File: src/rtl/fetch_pkg.sv
// Shared definitions for the fetch sequencer: PCsrc encodings and FSM states.
package fetch_pkg;

  localparam logic [1:0] PCSRC_SEQ = 2'b00;
  localparam logic [1:0] PCSRC_JMP = 2'b01;
  localparam logic [1:0] PCSRC_BR  = 2'b10;
  localparam logic [1:0] PCSRC_RET = 2'b11;

  // Squash counter width; KILL_CYCLES is limited to 1..3.
  localparam int KCNT_W = 2;

  typedef enum logic {
    RUN  = 1'b0,
    KILL = 1'b1
  } fsm_state_e;

endpackage

File: src/rtl/fetch_sequencer_return_addr_stack.sv
// Return-address stack: circular storage that overwrites the oldest entry when
// full; top of stack is read combinationally, errors are sticky until reset.
module return_addr_stack #(
  parameter int ADDR_W    = 16,
  parameter int RAS_DEPTH = 4
) (
  input  logic              clk,
  input  logic              rst_n,
  input  logic              push,
  input  logic              pop,
  input  logic [ADDR_W-1:0] link_addr,
  output logic [ADDR_W-1:0] top,
  output logic              err
);

  localparam int PTR_W = $clog2(RAS_DEPTH);
  localparam int CNT_W = PTR_W + 1;

  logic [PTR_W-1:0]  ptr_reg, ptr_next, ptr_top;
  logic [CNT_W-1:0]  cnt_reg, cnt_next;
  logic              err_reg, err_next;
  logic [ADDR_W-1:0] entry_reg [RAS_DEPTH];
  logic              push_eff, full, empty;

  // A simultaneous pop wins; the push is dropped and flagged.
  assign push_eff = push & ~pop;
  assign full     = (cnt_reg == CNT_W'(RAS_DEPTH));
  assign empty    = (cnt_reg == '0);
  assign ptr_top  = ptr_reg - PTR_W'(1);

  always_comb begin
    ptr_next = ptr_reg;
    cnt_next = cnt_reg;
    if (pop) begin
      if (!empty) begin
        ptr_next = ptr_top;
        cnt_next = cnt_reg - CNT_W'(1);
      end
    end else if (push) begin
      ptr_next = ptr_reg + PTR_W'(1);
      if (!full) cnt_next = cnt_reg + CNT_W'(1);
    end
    err_next = err_reg | (pop & empty) | (push & pop) | (push_eff & full);
  end

  always_ff @(posedge clk or negedge rst_n) begin
    if (!rst_n) begin
      ptr_reg <= '0;
      cnt_reg <= '0;
      err_reg <= 1'b0;
    end else begin
      ptr_reg <= ptr_next;
      cnt_reg <= cnt_next;
      err_reg <= err_next;
    end
  end

  for (genvar gi = 0; gi < RAS_DEPTH; gi++) begin : g_entry
    always_ff @(posedge clk or negedge rst_n) begin
      if (!rst_n)
        entry_reg[gi] <= '0;
      else if (push_eff && ptr_reg == PTR_W'(gi))
        entry_reg[gi] <= link_addr;
    end
  end

  assign top = empty ? '0 : entry_reg[ptr_top];
  assign err = err_reg;

endmodule

File: src/rtl/fetch_sequencer.sv
// Fetch-stage sequencer: request priority, post-redirect squash FSM and RAS.
// Optional FETCH_PERF_CNT_EN adds saturating stall/kill cycle counters.
module fetch_sequencer
  import fetch_pkg::*;
#(
  parameter int ADDR_W      = 16,
  parameter int RAS_DEPTH   = 4,
  parameter int KILL_CYCLES = 1
) (
  input  logic              clk,
  input  logic              rst_n,
  input  logic              ext_stall,
  input  logic              load_use,
  input  logic              jump_req,
  input  logic              branch_taken,
  input  logic              call_req,
  input  logic              ret_req,
  input  logic [ADDR_W-1:0] link_addr,
  output logic [1:0]        PCsrc,
  output logic              stall,
  output logic              kill,
  output logic [ADDR_W-1:0] ReturnAddress,
  output logic              ras_err
`ifdef FETCH_PERF_CNT_EN
  ,
  output logic [31:0]       stall_cnt,
  output logic [31:0]       kill_cnt
`endif
);

  fsm_state_e        state_reg, state_next;
  logic [KCNT_W-1:0] kcnt_reg, kcnt_next;
  logic              redirect, accept;

  assign redirect = ret_req | jump_req | call_req | branch_taken;
  assign accept   = (state_reg == RUN) & ~ext_stall & ~load_use & redirect;

  always_ff @(posedge clk or negedge rst_n) begin
    if (!rst_n) begin
      state_reg <= RUN;
      kcnt_reg  <= '0;
    end else begin
      state_reg <= state_next;
      kcnt_reg  <= kcnt_next;
    end
  end

  always_comb begin
    state_next = state_reg;
    kcnt_next  = kcnt_reg;
    case (state_reg)
      RUN: begin
        if (accept && KILL_CYCLES > 1) begin
          state_next = KILL;
          kcnt_next  = KCNT_W'(KILL_CYCLES - 1);
        end
      end
      KILL: begin
        // The squash window is frozen while memory is busy.
        if (!ext_stall) begin
          if (kcnt_reg <= KCNT_W'(1)) begin
            state_next = RUN;
            kcnt_next  = '0;
          end else begin
            kcnt_next = kcnt_reg - KCNT_W'(1);
          end
        end
      end
      default: begin
        state_next = RUN;
        kcnt_next  = '0;
      end
    endcase
  end

  always_comb begin
    PCsrc = PCSRC_SEQ;
    stall = 1'b0;
    kill  = 1'b0;
    if (!rst_n) begin
      PCsrc = PCSRC_SEQ;
    end else if (ext_stall) begin
      stall = 1'b1;
    end else if (state_reg == KILL) begin
      kill = 1'b1;
    end else if (load_use) begin
      stall = 1'b1;
    end else if (ret_req) begin
      PCsrc = PCSRC_RET;
      kill  = 1'b1;
    end else if (jump_req || call_req) begin
      PCsrc = PCSRC_JMP;
      kill  = 1'b1;
    end else if (branch_taken) begin
      PCsrc = PCSRC_BR;
      kill  = 1'b1;
    end
  end

  return_addr_stack #(
    .ADDR_W   (ADDR_W),
    .RAS_DEPTH(RAS_DEPTH)
  ) u_ras (
    .clk      (clk),
    .rst_n    (rst_n),
    .push     (accept & call_req),
    .pop      (accept & ret_req),
    .link_addr(link_addr),
    .top      (ReturnAddress),
    .err      (ras_err)
  );

`ifdef FETCH_PERF_CNT_EN
  logic [31:0] stall_cnt_reg, kill_cnt_reg;

  always_ff @(posedge clk or negedge rst_n) begin
    if (!rst_n) begin
      stall_cnt_reg <= '0;
      kill_cnt_reg  <= '0;
    end else begin
      if (stall && stall_cnt_reg != '1) stall_cnt_reg <= stall_cnt_reg + 32'd1;
      if (kill && kill_cnt_reg != '1)   kill_cnt_reg  <= kill_cnt_reg + 32'd1;
    end
  end

  assign stall_cnt = stall_cnt_reg;
  assign kill_cnt  = kill_cnt_reg;
`endif

endmodule

File: config.mk
export PLATFORM = sky130hd
export DESIGN_NAME = fetch_sequencer
export DESIGN_NICKNAME = d
export VERILOG_FILES = /design/src/rtl/fetch_pkg.sv /design/src/rtl/fetch_sequencer_return_addr_stack.sv /design/src/rtl/fetch_sequencer.sv
export SDC_FILE = /design/constraint.sdc
export NUM_CORES = 1
export LEC_CHECK = 0
export CORE_ASPECT_RATIO = 2
export CORE_MARGIN = 2
export CORE_UTILIZATION = 50
export CTS_BUF_LIST = sky130_fd_sc_hd__clkbuf_4 sky130_fd_sc_hd__clkbuf_8 sky130_fd_sc_hd__clkbuf_16
export DETAILED_ROUTE_END_ITERATION = 8
export PLACE_DENSITY = 0.75
export SYNTH_ARGS = -nofsm -noshare
export SYNTH_HDL_FRONTEND = slang
export SYNTH_SLANG_ARGS = --single-unit
File: constraint.sdc
create_clock -name clk -period 2.5 [get_ports clk]
set_clock_uncertainty 0.05 [all_clocks]
set_input_delay 0.5 -clock clk [delete_from_list [all_inputs] [get_ports clk]]
set_output_delay 0.5 -clock clk [all_outputs]
set_load 0.02 [all_outputs]
# ---- Word level (Yosys, flattened, before mapping)
# Index checks and enable logic that the tools add are counted.
# Widths: inputs -> output; s select.
dict set report word_totals {
  elab_cells 86
  reg_bits 73
  out_inout_bits 21
}
dict set report classes {
  bitwise 20
  n_lt_le_gt_ge 2
  n_eq_ne 6
  add_sub_neg 5
  reduce_logical 11
  n_mux 33
}
# op n
set op_table {}
lappend op_table {{$mux 16} 3}
lappend op_table {{$bmux 16 s2} 1}
lappend op_table {{$mux 2} 11}
lappend op_table {{$mux 1} 14}
lappend op_table {{$mux 3} 4}
lappend op_table {{$and 1x1->1} 9}
lappend op_table {{$or 1x1->1} 6}
lappend op_table {{$eq 2x2->1 const B} 2}
lappend op_table {{$logic_and 1x1->1} 4}
lappend op_table {{$not 1->1} 4}
lappend op_table {{$reduce_and 2->1} 2}
lappend op_table {{$sub 2x1->2 const B} 2}
lappend op_table {{$add 3x1->3 const B} 1}
lappend op_table {{$eq 3x3->1 const B} 1}
lappend op_table {{$ge 3x3->1 const B} 1}
lappend op_table {{$logic_not 3->1} 1}
lappend op_table {{$not 2->3} 1}
lappend op_table {{$reduce_and 3->1} 1}
lappend op_table {{$sub 3x1->3 const B} 1}
lappend op_table {{$add 2x1->2 const B} 1}
lappend op_table {{$eq 2x1->1 const B} 1}
lappend op_table {{$le 2x1->1 const B} 1}
lappend op_table {{$logic_not 2->1} 1}
lappend op_table {{$ne 2x1->1 const B} 1}
lappend op_table {{3 further kinds} 3}

# ---- Logic depth before layout (Yosys ltp)
# Gate-level depths: netlist of the first run.
dict set report depth {
  word_depth 9
  mapped_depth 8
}

# ---- By module
# A second synthesis of the first run with hierarchy kept.
dict set report unflattened {
  hier_cells 239
  area_unflattened_um2 3771.1
}
# mod seq_area_each_um2 cells_each area_per_inst_um2 instances
set modules_own_cells {}
lappend modules_own_cells {return_addr_stack 1751.7 219 3573.4 1}
lappend modules_own_cells {fetch_sequencer 75.1 20 197.7 1}

# ---- Worst setup path before layout of the first run
# Ideal clock, no wire load.
dict set report synth_timing {
  path_kind {register -> output}
  from {reg u_ras.ptr_reg[0]}
  to {out ReturnAddress[10]}
  path_stages_with_launch 8
  t_arrival_ns 2.201
  setup_slack_ns -0.251
  path_buffers 3
  path_cell_list {dfrtp_1 > buf_2 > buf_2 > inv_1 > ha_1 > clkbuf_1 > mux4_2 > nor2b_1}
}
dict set report synth_via {
  elab_chain_cells 6
}
# element line
set synth_lines {}
lappend synth_lines {{start: declaration} fetch_sequencer_return_addr_stack.sv:19} ;# logic [PTR_W-1:0] ptr_reg, ptr_next, ptr_top;
lappend synth_lines {{start signal: assignment} fetch_sequencer_return_addr_stack.sv:52} ;# ptr_reg <= ptr_next;
lappend synth_lines {{$sub 2x1->2} fetch_sequencer_return_addr_stack.sv:29} ;# assign ptr_top = ptr_reg - PTR_W'(1);
lappend synth_lines {{$not 2->3 (implied by the code)} fetch_sequencer_return_addr_stack.sv:67} ;# assign top = empty ? '0 : entry_reg[ptr_top];
lappend synth_lines {{$bmux 16 s2} fetch_sequencer_return_addr_stack.sv:67}
lappend synth_lines {{$mux 16 (implied by the code) (2 in a row)} fetch_sequencer_return_addr_stack.sv:67}
lappend synth_lines {{$mux 16} fetch_sequencer_return_addr_stack.sv:67}
lappend synth_lines {{end: declaration} fetch_sequencer.sv:22} ;# output logic [ADDR_W-1:0] ReturnAddress,
# No other way between the ends. The select of a mux whose other input is x is not followed.

# ---- Final worst setup path of the first run
dict set report layout_timing {
  from {in branch_taken}
  to {out kill}
}
dict set report layout_via {
  elab_chain_cells 7
}
# element line
set layout_lines {}
lappend layout_lines {{start: declaration} fetch_sequencer.sv:15} ;# input logic branch_taken,
lappend layout_lines {{$mux 1} fetch_sequencer.sv:94} ;# end else if (branch_taken) begin
lappend layout_lines {{$mux 1} fetch_sequencer.sv:91} ;# end else if (jump_req || call_req) begin
lappend layout_lines {{$mux 1} fetch_sequencer.sv:88} ;# end else if (ret_req) begin
lappend layout_lines {{$mux 1} fetch_sequencer.sv:86} ;# end else if (load_use) begin
lappend layout_lines {{$mux 1} fetch_sequencer.sv:84} ;# end else if (state_reg == KILL) begin
lappend layout_lines {{$mux 1} fetch_sequencer.sv:82} ;# end else if (ext_stall) begin
lappend layout_lines {{$mux 1} fetch_sequencer.sv:80} ;# if (!rst_n) begin
lappend layout_lines {{end: declaration} fetch_sequencer.sv:21} ;# output logic kill,
# No other way between the ends.

==> impl_metrics.json, run 1 <==
{
  "status": "completed",
  "fmax_mhz": 411,
  "rr_worst_depth": 6,
  "fin_area_um2": 4610,
  "criticalPathCategory": "primary input to primary output",
  "pin_count": 45,
  "synthFlopType": "dfrtp_1",
  "syn2layout_area_growth_pct": 25.7,
  "p_leak_nw": 2.19,
  "synth_async_sr_flop_share": 1.00,
  "min_period_over_period": 0.972,
  "rrSetupSlack_ps": 490,
  "cts_root_buf": "clkbuf_16",
  "rows": 44,
  "syn_area_um2": 3670,
  "grt_max_degree": 60,
  "dp_hpwl_um": 4880,
  "tightest_slew_ps": 751,
  "p_total_mw": 5.69,
  "max_cap_violations": 0,
  "die_x_um": 64.5,
  "dpl_cell_area_um2": 4380,
  "cts.sinks": 73,
  "synth_seq_cells": 73,
  "slew_headroom": 0.499,
  "seq_area_frac_synth": 0.498,
  "cts_buffers": 9,
  "synth.avg_cell_area_um2": 14.7,
  "powerDensity_nw_per_um2": 1230,
  "reg2reg_from": "state_reg",
  "antenna_found_initial": 0,
  "vias_per_cell": 5.55,
  "p_sw_mw": 1.87,
  "timing.rr.end": "u_ras.cnt_reg[2]",
  "hold_class": "primary input to asynchronous set/reset pin",
  "setup_viol": 0,
  "p_int_mw": 3.82,
  "worstPathMaxFanout": 2,
  "synth_warnings": 0,
  "cts_buffer_depth": 2,
  "post_drt_wl_per_cell_um": 18.9,
  "synth_nets": 278,
  "n_fill_cell": 559,
  "first_global_vias": 2570,
  "post_cts_buffers": 0,
  "fin_nets": 340,
  "diodes": 0,
  "vias": 2257,
  "hold_viol": 0,
  "pwr-share-seq": 0.348,
  "final_layout_size_suffix_gt1_frac": 0.521,
  "syn_inst": 249,
  "gp_congestion": 0.809,
  "setup_ws_ps": 69.1,
  "track_usage": 0.217,
  "clkTransAtPathRegs_ps": 60,
  "power_frac_comb": 0.447,
  "cts_max_level": 3,
  "dr.pass1.iters": 4,
  "grt_pass1_wl_um": 13100,
  "dp_slack_ps": -256,
  "clk_latency_ps": 330,
  "crit_arrival_ps": 1880,
  "port_buffers": 44,
  "dieArea_um2": 8070,
  "overflow": 0,
  "yosysUniqueCellTypes": 37,
  "core_um2": 7160,
  "critical_path.endpoint_type": "primary output",
  "switching_share": 0.329,
  "start_util": 0.512,
  "cp-start-kind": "primary input",
  "rsz0062_at_grt": "no",
  "drc": 0,
  "p_clk_frac": 0.205,
  "drtIter0Drc": 211,
  "antenna_left": 0,
  "die_h_um": 125,
  "largest_register_ffs": 64,
  "synth_edf_count": 0,
  "finalMaxSlewViolations": 0,
  "fin_crit_ps": 2430,
  "cts_tree": "yes",
  "vdd_drop_max_mv": 0.821,
  "routed_wl_um": 7690,
  "worstPathRequired_ps": 1950
}
-- cell usage after synthesis (3+ instances only) --
cell type | instances | area share
nor2_1 | 6 | 0.0061
buf_6 | 3 | 0.0092
o21a_1 | 4 | 0.0082
mux2_2 | 55 | 0.17
nor2b_1 | 19 | 0.032
dfrtp_1 | 73 | 0.50
inv_1 | 3 | 0.0031
mux2_4 | 10 | 0.041
buf_2 | 7 | 0.0096
nand3_2 | 3 | 0.0082
ha_1 | 5 | 0.017
nor3_1 | 4 | 0.0055
mux4_2 | 16 | 0.098
clkbuf_1 | 5 | 0.0051
nor3b_1 | 3 | 0.0061
mux2i_1 | 3 | 0.0082
-- power by group through the flow --
stage,Sequential (mW),Combinational [mW],Clock (mW)
finish,1.98,2.54,1.16
global placement,1.92,2.71,0
floorplan,1.89,1.84,0
detailed placement,1.98,2.76,0
CTS,1.98,2.73,1.19
global route,2.04,2.74,1.24
-- layout make-up --
| type | instances | area (um2) | area share |
|---|---|---|---|
| Inverter | 3 | 11.3 | 0.00244 |
| Multi-Input combinational cell | 158 | 1810 | 0.393 |
| Sequential cell | 73 | 1830 | 0.396 |
| Timing Repair Buffer | 66 | 578 | 0.125 |
| Clock buffer | 12 | 248 | 0.0538 |
| Clock inverter | 3 | 18.8 | 0.00407 |
| Tap cell | 92 | 115 | 0.0250 |
-- cells in the final DEF (no fill, tap or decap), types with 3 or more instances in the layout --
master and instances:
nor3_1 4, buf_12 4, buf_4 17, o21a_1 4
clkdlybuf4s50_1 23, mux2_2 55, buf_2 14, dfrtp_1 73
clkbuf_16 9, mux2_4 10, ha_1 4, nor2_1 5
mux2i_1 3, nor2b_2 16, nor3b_1 3, nand3_2 3
clkbuf_4 3, mux4_2 16, dlygate4sd2_1 3, nor2b_1 3
-- critical path, cell delays in order --
cell             delay (ps)
clkdlybuf4s50_1         460
nor4_4                  350
o21bai_1                 80
and3b_1                 170
dlygate4sd2_1           320
-- what timing repair did --
item / 4_1_cts / 5_1_grt
pin swaps: 0 / 1
hold buffers: 1 / 0
hold endpoints to repair: 14 / 0
endpoints found under the setup margin: 19 / 17
resized for setup: 55 / 16
-- routing by layer --
layer / share of wire / vias to the layer above / track usage
li1: - / 1036 / -
met1: 0.41 / 1163 / 0.270
met2: 0.54 / 49 / 0.364
met3: 0.034 / 9 / 0.0495
met4: 0.013 / 0 / 0.0814
met5: 0 / - / 0
-- stage by stage --
step	hold WS (ps)	setup TNS, ps	util	cells
2_1_floorplan	154	0	-	249
3_3_place_gp	317	-440	0.612	391
3_5_place_dp	325	-604	0.612	391
4_1_cts	345	0	0.656	407
5_1_grt	381	0	0.644	407
6_report	304	0	0.644	407
-- how the worst max path moves through the flow --
stage	startpoint	endpoint	slack [ps]	depth (start not counted)
floorplan	u_ras.ptr_reg[0]	ReturnAddress[10]	40	7
global placement	ret_req	kill	-230	5
detailed placement	ret_req	kill	-260	5
CTS	u_ras.ptr_reg[0]	ReturnAddress[4]	1	6
global route	branch_taken	kill	20	5
finish	branch_taken	kill	70	5
-- kinds of logic (layout without fill, tap and decap cells) --
kind of cell / after synthesis / in the layout / share of synthesized area
compound gates: 17 / 17 / 0.0338
flops: 73 / 73 / 0.498
mux: 84 / 84 / 0.316
xor+xnor: 3 / 3 / 0.00717
simple gates: 49 / 49 / 0.100
buf+inv: 18 / 84 / 0.0270
fa+ha+maj: 5 / 5 / 0.0171
No activity file was read; power rests on OpenSTA's default activity.
==> run 2, diff against run 1 <==
--- a/config.mk
+++ b/config.mk
@@ -5,9 +5,11 @@
 export SDC_FILE = /design/constraint.sdc
 export NUM_CORES = 1
 export LEC_CHECK = 0
+export CELL_PAD_IN_SITES_DETAIL_PLACEMENT = 0
+export CELL_PAD_IN_SITES_GLOBAL_PLACEMENT = 2
 export CORE_ASPECT_RATIO = 2
 export CORE_MARGIN = 2
-export CORE_UTILIZATION = 50
+export CORE_UTILIZATION = 36
 export CTS_BUF_LIST = sky130_fd_sc_hd__clkbuf_4 sky130_fd_sc_hd__clkbuf_8 sky130_fd_sc_hd__clkbuf_16
 export DETAILED_ROUTE_END_ITERATION = 8
 export PLACE_DENSITY = 0.75
==> run 2 against run 1 <==
Effect of this change: non-clock buffer count up 6; via count up 0.66%; utilization down 17 points; sequential cell count unchanged; cell count up 12%; critical endpoint is now ReturnAddress[13]; combinational power up 6%; critical path depth up 1; sequential power down 3%; sequential share of layout area down 1.5 points; critical path type is now register to primary output.
==> impl_metrics.json, run 2 (synthesized netlist as in run 1, its figures left out) <==
{
  "p_leak_nw": 2.24,
  "grt_max_degree": 47,
  "cts.sinks": 73,
  "rsz0062_at_grt": "no",
  "routed_wl_um": 8010,
  "diodes": 0,
  "status": "completed",
  "reg2reg_from": "state_reg",
  "slew_headroom": 0.616,
  "post_drt_wl_per_cell_um": 17.5,
  "fin_nets": 346,
  "mostFrequentLayoutCells": "73 x dfrtp_1, 55 x mux2_2, 23 x clkdlybuf4s50_1",
  "vias_per_cell": 4.97,
  "rrSetupSlack_ps": 510,
  "cts_buffers": 9,
  "antenna_left": 0,
  "cts_root_buf": "clkbuf_16",
  "fin_crit_ps": 2420,
  "max_cap_violations": 0,
  "largest_register_ffs": 64,
  "drtIter0Drc": 74,
  "startpoint": "u_ras.ptr_reg[0]",
  "worstPathRequired_ps": 1950,
  "start_util": 0.366,
  "dr.pass1.iters": 4,
  "dp_hpwl_um": 5500,
  "clk_latency_ps": 330,
  "vdd_drop_max_mv": 0.748,
  "post_cts_buffers": 0,
  "core_um2": 10000,
  "grt_pass1_wl_um": 13400,
  "clkTransAtPathRegs_ps": 60,
  "port_buffers": 44,
  "timing.rr.end": "u_ras.cnt_reg[2]",
  "setup_viol": 0,
  "crit_arrival_ps": 1870,
  "finalMaxSlewViolations": 0,
  "hold_class": "primary input to asynchronous set/reset pin",
  "antenna_found_initial": 0,
  "final.setup.tns_ps": 0,
  "p_total_mw": 5.95,
  "fmax_mhz": 413,
  "vias": 2272,
  "mostFrequentLayoutCell": "dfrtp_1",
  "critical_path.endpoint_type": "primary output",
  "overflow": 0,
  "hold_viol": 0,
  "cts_buffer_depth": 2,
  "cts_tree": "yes",
  "gp_congestion": 0.714,
  "dieArea_um2": 11100,
  "rows": 52,
  "worstPathMaxFanout": 10,
  "first_global_vias": 2581,
  "tightest_slew_ps": 576,
  "cts_max_level": 3,
  "pin_count": 45,
  "drc": 0,
  "criticalPathCategory": "register to primary output",
  "die_x_um": 75.4,
  "cp-start-kind": "register",
  "final_layout_size_suffix_gt1_frac": 0.540,
  "track_usage": 0.167,
  "powerDensity_nw_per_um2": 1240,
  "die_h_um": 147,
  "min_period_over_period": 0.968,
  "rr_worst_depth": 7,
  "syn2layout_area_growth_pct": 30.6
}
==> run 2: cell types whose count changed in the layout (fill, tap and decap cells not counted), moves of 2 or more <==
cell      delta
buf_12       +2
clkbuf_4     -3
inv_6        +2
clkbuf_8     +2
buf_4        +4
==> run 2: worst max path at each step <==
| stage | cells after the start | endpoint |
|---|---|---|
| finish | 6 | ReturnAddress[13] |
| global route | 6 | ReturnAddress[2] |
| CTS | 6 | ReturnAddress[2] |
| detailed placement | 6 | kill |
| global placement | 6 | kill |
| floorplan | 7 | ReturnAddress[10] |
==> run 2: what timing repair did <==
action / in CTS / in global routing
gates resized for setup: 72 / 4
pin swaps: 0 / 1
gates cloned: 1 / 0
setup endpoints to repair: 20 / 2
endpoints found under the hold margin: 0 / 0
hold buffers: 0 / 0
==> run 2: power by group <==
group / total, mW / switching (mW) / leakage (nW) / internal [mW]
clock: 1.32 / 0.489 / 0.157 / 0.833
combinational: 2.69 / 1.19 / 1.15 / 1.51
sequential: 1.93 / 0.245 / 0.940 / 1.69
total: 5.95 / 1.92 / 2.24 / 4.03
==> run 2: final cells by class <==
class	count	area [um2]
inverter	3	11.3
sequential	73	1830
timing repair buffer	72	658
multi-input combinational	158	1810
fill	950	5230
tap	135	169
clock buffer	11	253
clock inverter	5	61.3
==> run 2: worst max-delay path, stage by stage (launching register included) <==
cell and delay (ps):
dfrtp_1 390, inv_2 70, ha_4 310, buf_12 150, mux4_2 300, nor2b_2 160
buf_2 150
==> run 2: metrics by stage <==
stage	hold WS (ps)	utilization	cell area [um2]	setup slack, ps	cells
after floorplan	154	-	3710	38.9	249
after global placement	419	0.450	4510	-249	440
after detailed placement	423	0.450	4510	-225	440
after CTS	167	0.478	4790	-78.3	457
after global routing	190	0.478	4790	6.43	457
final	157	0.478	4790	78.8	457
==> run 2: per-layer routing <==
layer / global-route usage / part of all wire
met1: 0.192 / 0.38
met2: 0.291 / 0.57
met3: 0.0357 / 0.032
met4: 0.0632 / 0.019
met5: 0 / 0
